## src/rtl/dcls_lockstep_cmp_pkg.sv

```systemverilog
// Shared constants for the DCLS lockstep comparator: default skew, bundle widths and
// the bit-field layout of the packed core-port bundles.
package dcls_lockstep_cmp_pkg;

   localparam int unsigned DCLS_MAX_DELAY     = 16;
   localparam int unsigned DCLS_DEFAULT_DELAY = 2;
   localparam int unsigned DCLS_IN_W          = 204;
   localparam int unsigned DCLS_OUT_W         = 128;

   // Input bundle: instr | rdata | irq | ctrl, LSB first.
   localparam int unsigned DCLS_IN_INSTR_OFF  = 0;
   localparam int unsigned DCLS_IN_INSTR_W    = 32;
   localparam int unsigned DCLS_IN_RDATA_OFF  = 32;
   localparam int unsigned DCLS_IN_RDATA_W    = 64;
   localparam int unsigned DCLS_IN_IRQ_OFF    = 96;
   localparam int unsigned DCLS_IN_IRQ_W      = 32;
   localparam int unsigned DCLS_IN_CTRL_OFF   = 128;
   localparam int unsigned DCLS_IN_CTRL_W     = 76;

   // Output bundle: addr | wdata | ctrl, LSB first.
   localparam int unsigned DCLS_OUT_ADDR_OFF  = 0;
   localparam int unsigned DCLS_OUT_ADDR_W    = 32;
   localparam int unsigned DCLS_OUT_WDATA_OFF = 32;
   localparam int unsigned DCLS_OUT_WDATA_W   = 64;
   localparam int unsigned DCLS_OUT_CTRL_OFF  = 96;
   localparam int unsigned DCLS_OUT_CTRL_W    = 32;

   // True when the field map tiles both bundles exactly with no gaps or overlap.
   function automatic bit dcls_layout_ok();
      return (DCLS_IN_INSTR_OFF == 0)
          && (DCLS_IN_RDATA_OFF == DCLS_IN_INSTR_OFF + DCLS_IN_INSTR_W)
          && (DCLS_IN_IRQ_OFF   == DCLS_IN_RDATA_OFF + DCLS_IN_RDATA_W)
          && (DCLS_IN_CTRL_OFF  == DCLS_IN_IRQ_OFF + DCLS_IN_IRQ_W)
          && (DCLS_IN_W         == DCLS_IN_CTRL_OFF + DCLS_IN_CTRL_W)
          && (DCLS_OUT_ADDR_OFF == 0)
          && (DCLS_OUT_WDATA_OFF == DCLS_OUT_ADDR_OFF + DCLS_OUT_ADDR_W)
          && (DCLS_OUT_CTRL_OFF  == DCLS_OUT_WDATA_OFF + DCLS_OUT_WDATA_W)
          && (DCLS_OUT_W         == DCLS_OUT_CTRL_OFF + DCLS_OUT_CTRL_W);
   endfunction

endpackage

```

## src/rtl/dcls_shift_reg.sv

```systemverilog
// Fixed-depth shift register with asynchronous active-high reset to RST_VAL.
module dcls_shift_reg #(
   parameter int unsigned      WIDTH   = 1,
   parameter int unsigned      DEPTH   = 1,
   parameter logic [WIDTH-1:0] RST_VAL = '0
) (
   input  logic             clk_i,
   input  logic             rst_i,
   input  logic [WIDTH-1:0] d_i,
   output logic [WIDTH-1:0] q_o
);

   logic [WIDTH-1:0] stage_q [DEPTH];

   always_ff @(posedge clk_i or posedge rst_i) begin
      if (rst_i) begin
         for (int i = 0; i < int'(DEPTH); i++) begin
            stage_q[i] <= RST_VAL;
         end
      end else begin
         stage_q[0] <= d_i;
         for (int i = 1; i < int'(DEPTH); i++) begin
            stage_q[i] <= stage_q[i-1];
         end
      end
   end

   assign q_o = stage_q[DEPTH-1];

endmodule

```

## src/rtl/dcls_lockstep_cmp.sv

```systemverilog
// Lockstep front/back end: skews inputs and reset to the shadow core and compares the
// delayed main-core outputs against the shadow outputs with sticky error reporting.
module dcls_lockstep_cmp
   import dcls_lockstep_cmp_pkg::*;
#(
   parameter int unsigned      DELAY    = DCLS_DEFAULT_DELAY,
   parameter int unsigned      IN_W     = DCLS_IN_W,
   parameter int unsigned      OUT_W    = DCLS_OUT_W,
   parameter logic [OUT_W-1:0] CMP_MASK = '1,
   parameter int unsigned      CNT_W    = 8
) (
   input  logic             clk_i,
   input  logic             rst_i,
   input  logic [IN_W-1:0]  in_data_i,
   output logic [IN_W-1:0]  in_data_o,
   output logic             shadow_rst_o,
   input  logic [OUT_W-1:0] main_out_i,
   input  logic [OUT_W-1:0] shadow_out_i,
   input  logic             cmp_en_i,
   input  logic             err_clr_i,
   output logic             armed_o,
   output logic             mismatch_o,
   output logic             err_o,
   output logic [CNT_W-1:0] err_cnt_o,
   output logic [OUT_W-1:0] err_syndrome_o
);

   if (DELAY < 1 || DELAY > DCLS_MAX_DELAY) begin : g_bad_delay
      $error("dcls_lockstep_cmp: DELAY must be in 1..%0d", DCLS_MAX_DELAY);
   end

   if (!dcls_layout_ok()) begin : g_bad_layout
      $error("dcls_lockstep_cmp: bundle field map does not tile the bundle widths");
   end

   logic [OUT_W-1:0] main_last;
   logic [1:0]       ctl_last;

   dcls_shift_reg #(
      .WIDTH   (IN_W),
      .DEPTH   (DELAY),
      .RST_VAL ('0)
   ) u_in_pipe (
      .clk_i (clk_i),
      .rst_i (rst_i),
      .d_i   (in_data_i),
      .q_o   (in_data_o)
   );

   dcls_shift_reg #(
      .WIDTH   (OUT_W),
      .DEPTH   (DELAY),
      .RST_VAL ('0)
   ) u_main_pipe (
      .clk_i (clk_i),
      .rst_i (rst_i),
      .d_i   (main_out_i),
      .q_o   (main_last)
   );

   // Bit 1 is the shadow reset (flushes to 0), bit 0 the compare-valid flag (fills with 1).
   dcls_shift_reg #(
      .WIDTH   (2),
      .DEPTH   (DELAY),
      .RST_VAL (2'b10)
   ) u_ctl_pipe (
      .clk_i (clk_i),
      .rst_i (rst_i),
      .d_i   (2'b01),
      .q_o   (ctl_last)
   );

   assign shadow_rst_o = ctl_last[1];
   assign armed_o      = ctl_last[0];

   logic [OUT_W-1:0] diff;
   logic             hit;

   assign diff = (main_last ^ shadow_out_i) & CMP_MASK;
   assign hit  = armed_o & cmp_en_i & (|diff);

   logic             mismatch_q;
   logic             err_q, err_d;
   logic [CNT_W-1:0] cnt_q, cnt_d;
   logic [OUT_W-1:0] syn_q, syn_d;

   // A clear takes effect before a same-cycle hit, so the hit becomes the new first error.
   always_comb begin
      err_d = err_q;
      cnt_d = cnt_q;
      syn_d = syn_q;
      if (err_clr_i) begin
         err_d = 1'b0;
         cnt_d = '0;
         syn_d = '0;
      end
      if (hit) begin
         if (!err_d) begin
            syn_d = diff;
         end
         err_d = 1'b1;
         if (cnt_d != '1) begin
            cnt_d = cnt_d + CNT_W'(1);
         end
      end
   end

   always_ff @(posedge clk_i or posedge rst_i) begin
      if (rst_i) begin
         mismatch_q <= 1'b0;
         err_q      <= 1'b0;
         cnt_q      <= '0;
         syn_q      <= '0;
      end else begin
         mismatch_q <= hit;
         err_q      <= err_d;
         cnt_q      <= cnt_d;
         syn_q      <= syn_d;
      end
   end

   assign mismatch_o     = mismatch_q;
   assign err_o          = err_q;
   assign err_cnt_o      = cnt_q;
   assign err_syndrome_o = syn_q;

endmodule
```

## config.mk

```make
export PLATFORM = sky130hd
export DESIGN_NAME = dcls_lockstep_cmp
export DESIGN_NICKNAME = d
export VERILOG_FILES = /design/src/rtl/dcls_lockstep_cmp_pkg.sv /design/src/rtl/dcls_shift_reg.sv /design/src/rtl/dcls_lockstep_cmp.sv
export SDC_FILE = /design/constraint.sdc
export NUM_CORES = 1
export LEC_CHECK = 0
export CORE_AREA = 2 2 318 320
export DETAILED_ROUTE_END_ITERATION = 16
export DIE_AREA = 0 0 320 322
export GPL_ROUTABILITY_DRIVEN = 0
export PLACE_DENSITY_LB_ADDON = 0.15
export SYNTH_ARGS = -nofsm -noshare
export SYNTH_HDL_FRONTEND = slang
export SYNTH_SLANG_ARGS = --single-unit
```

## constraint.sdc

```tcl
create_clock -name clk_i -period 39.7 [get_ports clk_i]
set_clock_uncertainty 0.2 [all_clocks]
set_input_delay 5.955 -clock clk_i [delete_from_list [all_inputs] [get_ports clk_i]]
set_output_delay 5.955 -clock clk_i [all_outputs]
set_load 0.02 [all_outputs]
```

==> metrics, run 1 <==
top_reg_cell synth=dfrtp_1; Area contributors post-synth=dfrtp_1, buf_4, xnor2_1; Hold Fails Final Rpt=0; largest net degree at the start of global routing=174; DP Area=33,250 um^2; via/cell ratio=3.861; area leader, netlist=dfrtp_1; post-synthesis sequential area ratio=0.7959; WL/cell=21.91 um; CP Capture Type=register; WL final=75,260 um; worst path arrival time=10.21 ns; hold depth=0; Detailed Route Iter0 Violations=569; Hold WC Path Type=reg -> reg; Cell variety after synth=33; First-pass DRT Iterations=4; Post-CTS Setup Bufs=0; Comb power frac=0.098; Placed Cells=3,266; beginning of the worst hold path=u_in_pipe.stage_q[277]; XOR/XNOR Fraction of Synth Area=0.04562; Net Sw Frac=0.2314; Max Freq=0.1016 GHz; final worst path period share=0.2480; Power Density=53.59 nW/um^2; post-synthesis compound-gate area fraction=0.06354; Total GRT Usage=0.1449; RSZ-0062 raised after global routing=false; share of layout cells above drive strength 1=0.1122; num rows=116; H-tree Lvls=3; worst skew pair latency=0.65 ns; Synth Warn #=0; Post-synth EDFFs=0; die area=103,000 um^2; Resized Gates After CTS=0; #FFs+latches synth=806; simple-gate share of the synthesized area=0.01614; hold-fix buffers at CTS=0; status=complete, no violations; Reg power frac=0.456; Layout area overhead=43.60%; CTS buffer count=91; Design Area, Final=36,390 um^2; reported net switching power=451.3 uW; Final setup viols=0; Initial Utilization=0.2545; CP Class=in -> reg; Max Slew Vio Count=0; vias in the first global route=15,140; syn avg cell area=18.33 um^2; Reg clk slew, reported paths=0.06 ns; nets@finish=2,526; worst r2r dst=err_syndrome_o[66]; Endpoint, Worst Hold=u_in_pipe.q_o[73]; first-pass GRT wire length=107,200 um; normalized max-slew margin=0.2628; Synth top area share=0.7938; Vias=13,260; Critical R2R Launch=u_main_pipe.q_o[111]; Worst-Margin Slew=1.106 ns; FFs w/ async S/R, synth=1.000; synthesized area=25,340 um^2; Final Util=0.3655; Mapped Cells=1,383; Clock Sinks=806; Leak Pwr=15.09 nW; critical path peak fanout=60; port bufs=807; # IOs=808; Final Non-Filler Cells=3,435; die span in y=322 um; initial antenna violation count=25; Pint=1.499 mW; drc violations=0; Max-cap violations=0; DP HPWL=56,100 um; deepest clock path buffer count=3; worst vdd ir=0.03333 mV; Synth Area in Adders=0.0004937; multiplexer share of the synthesized area=0.001284; net count after synthesis=1,848; final setup TNS=0 ns; Root Buffer=clkbuf_16; part of the power in the clock network=0.446; Pwr Total=1.950 mW; GRT overflow=0; clock period minus worst slack=9.847 ns; Reg2Reg Setup Slack=35.26 ns; startpoint class of the critical path=input pin; CTS tree=done; R2R cell count=9; ANT nets after route=0; Die W=320 um; WP data required=40.06 ns; largest family of logic cells by synthesized area=buffers and inverters; Core Footprint=99,570 um^2
-- power by group through the flow --
stage          Sequential (mW)  Combinational, mW  Clock, mW
2_1_floorplan            0.915             0.0795          0
3_3_place_gp             0.903              0.195          0
3_5_place_dp             0.903              0.197          0
4_1_cts                  0.889              0.197      0.904
5_1_grt                  0.893              0.205      0.939
6_report                 0.888              0.192      0.870
-- how the worst max path moves through the flow --
stage	startpoint	to	slack, ns
final	shadow_out_i[49]	err_syndrome_o[66]	29.85
after floorplan	rst_i	err_cnt_o[0]	10.91
after global placement	shadow_out_i[49]	err_syndrome_o[109]	28.92
after CTS	shadow_out_i[49]	err_syndrome_o[107]	29.58
after global routing	shadow_out_i[49]	err_syndrome_o[66]	29.56
after detailed placement	shadow_out_i[49]	err_syndrome_o[66]	28.86
-- worst max-delay path, stage by stage --
cell             delay [ns]
clkdlybuf4s50_1        0.45
xnor2_1                0.35
nand4_1                0.34
nor4_1                 0.63
and4_1                 0.40
a21oi_2                0.23
a21oi_4                0.21
buf_4                  0.48
buf_4                  0.83
o2bb2ai_1              0.19
-- routing by layer --
layer | track usage | wire (um) | vias to the layer above
met5 | 0 | 172 | -
met4 | 0.04340 | 1940 | 24
met3 | 0.07640 | 8884 | 142
met2 | 0.2456 | 37540 | 574
met1 | 0.1564 | 26730 | 6738
li1 | - | - | 5783
-- cell families (layout without fill, tap and decap cells) --
family	count (synthesis)	in the layout
other	2	8
muxes	3	3
AOI/OAI and AO/OA	134	134
xor gates and xnor gates	132	132
DFF	806	806
buffers and inverters	238	986
and+or+nand+nor	67	67
adders and majority gates	1	1
-- sequential cells by signal, summed over array words and instances (netlist names) --
register             cells
u_in_pipe.stage_q      204
u_ctl_pipe.q_o           2
u_main_pipe.stage_q    128
err_syndrome_o         128
u_in_pipe.q_o          204
err_cnt_o                8
mismatch_o               1
u_ctl_pipe.stage_q       2
err_o                    1
u_main_pipe.q_o        128
-- area by class of cell --
cell class / count / area (um^2)
fillers: 9389 / 63170
clock buffers: 130 / 2686
inverters: 4 / 22.52
well taps: 1298 / 1624
clock inverters: 33 / 445.4
diodes: 6 / 15.01
repair buffers: 819 / 8180
multi-input cells: 339 / 3248
flip-flops and latches: 806 / 20170
-- through the flow --
stage,setup WS (ns),hold slack (ns)
2_1_floorplan,10.91,0.1312
3_3_place_gp,28.92,0.1311
3_5_place_dp,28.86,0.1347
4_1_cts,29.58,0.1365
5_1_grt,29.56,0.1405
6_report,29.85,0.1390
-- cell usage after synthesis, types with 4 or more instances --
library cell,count
inv_1,4
o2bb2ai_2,70
nand3_1,5
buf_12,9
nand4_1,33
nand2_1,4
xnor2_1,132
nor2b_1,5
o2bb2ai_1,58
buf_4,209
buf_6,13
dfrtp_1,804
nor4_1,8
-- layout by cell type (no fill, tap or decap), types with 3 or more instances in the layout --
cell type        synthesis  layout
clkbuf_16                0      93
dfrtp_1                804     804
diode_2                  0       6
and4_1                   3       3
clkdlybuf4s50_1          0     807
buf_4                  209      11
clkbuf_8                 0      22
o2bb2ai_1               58      58
inv_6                    0       3
clkbuf_1                 0      15
nand4_1                 33      33
inv_1                    4       3
nand2_1                  4       4
xnor2_1                132     132
nand3_1                  5       5
o2bb2ai_2               70      70
bufinv_16                0      10
clkinv_2                 0      15
nor2b_1                  5       5
nor4_1                   8       7
(Power assumes the default switching activity.)
==> inputs of run 2 (changes only) <==
==> constraint.sdc (replaced) <==
create_clock -name clk_i -period 8.1 [get_ports clk_i]
set_clock_uncertainty 0.2 [all_clocks]
set_input_delay 1.215 -clock clk_i [delete_from_list [all_inputs] [get_ports clk_i]]
set_output_delay 1.215 -clock clk_i [all_outputs]
set_load 0.02 [all_outputs]
==> run 2 against run 1 <==
Critical path type unchanged; sequential share of layout area down 0.20 points; global-route usage down 0.077 points; register-to-register slack worse by 31 ns; highest routed layer unchanged; die area unchanged; first-iteration DRC count down 5.8%.
==> metrics, run 2 (same netlist as run 1, synthesis figures left out) <==
status=complete, no violations; WL/cell=21.71 um (-0.90%); Total GRT Usage=0.1442 (-0.0007737); H-tree Lvls=3 (unchanged); reported net switching power=2.233 mW (+390%); RSZ-0062 raised after global routing=false; Worst-Margin Slew=0.9023 ns (-0.2035 ns); Pint=7.415 mW (+390%); Max-cap violations=0 (unchanged); via/cell ratio=3.858 (about the same); beginning of the worst hold path=u_main_pipe.stage_q[215]; Critical R2R Launch=u_main_pipe.q_o[111]; WP data required=8.41 ns (-31.65 ns); Leak Pwr=15.14 nW (+0.30%); Hold WC Path Type=reg -> reg; Post-CTS Setup Bufs=0 (unchanged); Vias=13,280 (+0.14%); DP HPWL=55,930 um (-0.31%); share of layout cells above drive strength 1=0.1133 (+0.001195); hold depth=0 (unchanged); nets@finish=2,526 (unchanged); Layout area overhead=44.13%; R2R cell count=8 (-1); hold-fix buffers at CTS=0 (unchanged); first-pass GRT wire length=106,600 um (-0.50%); CTS tree=done; Initial Utilization=0.2545 (unchanged); Comb power frac=0.098 (about the same); Detailed Route Iter0 Violations=536 (-5.8%); worst path arrival time=5.21 ns (-5.00 ns); Core Footprint=99,570 um^2 (unchanged); Endpoint, Worst Hold=u_main_pipe.q_o[87]; Reg power frac=0.451 (-0.005); worst skew pair latency=0.65 ns (about the same); worst vdd ir=0.1723 mV (+420%); CP Class=in -> reg; Resized Gates After CTS=0 (unchanged); worst r2r dst=err_syndrome_o[117]; ANT nets after route=0 (unchanged); drc violations=0 (unchanged); GRT overflow=0 (unchanged); Max Freq=0.2042 GHz; startpoint class of the critical path=input pin; deepest clock path buffer count=3 (unchanged); Reg2Reg Setup Slack=3.88 ns (-31.38 ns); Die W=320 um (unchanged); Power Density=264.1 nW/um^2 (+390%); First-pass DRT Iterations=4 (unchanged); vias in the first global route=15,060 (-0.54%); Final setup viols=0 (unchanged); WL final=74,730 um (-0.70%); port bufs=807 (unchanged); critical path peak fanout=77 (+28%); num rows=116 (unchanged); Hold Fails Final Rpt=0 (unchanged); Final Util=0.3669 (+0.001357); final worst path period share=0.6045; die span in y=322 um (unchanged); initial antenna violation count=23 (-8.0%); Net Sw Frac=0.2314 (about the same); die area=103,000 um^2 (unchanged); largest net degree at the start of global routing=148 (-15%); part of the power in the clock network=0.451 (+0.005); Max Slew Vio Count=0 (unchanged); clock period minus worst slack=4.896 ns; CTS buffer count=90 (-1.1%); Root Buffer=clkbuf_16; CP Capture Type=register; most common cell after layout, fill and taps aside=clkdlybuf4s50_1; final setup TNS=0 ns (unchanged); normalized max-slew margin=0.3984 (+0.1357); # IOs=808 (unchanged); Reg clk slew, reported paths=0.06 ns (about the same); Clock Sinks=806 (unchanged); commonest non-fill, non-tap cells in the layout=clkdlybuf4s50_1, dfrtp_1, xnor2_1
run 2: cell types whose count changed in the layout (fill, tap and decap cells not counted), sizes merged:
cell	before	now
bufinv	10	13
diode	6	9
clkbuf	130	128
clkinvlp	2	4
buf	12	13
run 2: layer usage:
layer,share of wire,global-route usage,vias to the layer above
li1,-,-,5798
met1,0.36,0.1528,6746
met2,0.50,0.2439,575
met3,0.11,0.07809,135
met4,0.029,0.04747,26
met5,0.0022,0,-
run 2: per-stage QoR:
stage / setup slack [ns] / power (mW) / hold WS (ns) / std cells / area (um^2)
4_1_cts: 3.082 / 9.838 / 0.1363 / 3433 / 36510
3_3_place_gp: 2.401 / 5.385 / 0.1313 / 3267 / 33300
3_5_place_dp: 2.353 / 5.397 / 0.1347 / 3267 / 33300
5_1_grt: 2.997 / 10.06 / 0.1411 / 3436 / 36510
6_report: 3.204 / 9.648 / 0.1369 / 3442 / 36530
2_1_floorplan: -4.378 / 4.877 / 0.1312 / 1383 / 25350
run 2: worst max path at each step:
| stage | from | to | cells after the start |
|---|---|---|---|
| 2_1_floorplan | rst_i | err_cnt_o[0] | 1 |
| 3_3_place_gp | shadow_out_i[49] | err_syndrome_o[116] | 9 |
| 3_5_place_dp | shadow_out_i[49] | err_syndrome_o[67] | 9 |
| 4_1_cts | shadow_out_i[49] | err_syndrome_o[67] | 9 |
| 5_1_grt | shadow_out_i[111] | err_syndrome_o[117] | 9 |
| 6_report | shadow_out_i[111] | err_syndrome_o[117] | 9 |
run 2: area by class of cell:
| type | instances | area [um^2] |
|---|---|---|
| fill | 9416 | 63040 |
| sequential | 806 | 20170 |
| timing repair buffer | 820 | 8238 |
| multi-input combinational | 339 | 3248 |
| clock buffer | 128 | 2638 |
| tap | 1298 | 1624 |
| clock inverter | 38 | 568.0 |
| antenna | 9 | 22.52 |
| inverter | 4 | 18.77 |
run 2: power by group through the flow:
stage / clock network [mW] / registers [mW] / logic, mW
detailed placement: 0 / 4.43 / 0.970
global route: 4.67 / 4.38 / 1.01
global placement: 0 / 4.42 / 0.963
finish: 4.35 / 4.35 / 0.947
CTS: 4.51 / 4.36 / 0.974
floorplan: 0 / 4.49 / 0.390
run 2: critical path: stages:
cell and delay (ns):
clkdlybuf4s50_1 0.44, xnor2_1 0.42, nand4_1 0.54, nor4_1 0.71
and4_1 0.33, a21oi_2 0.19, nand2_8 0.56, buf_4 0.50
o2bb2ai_1 0.13
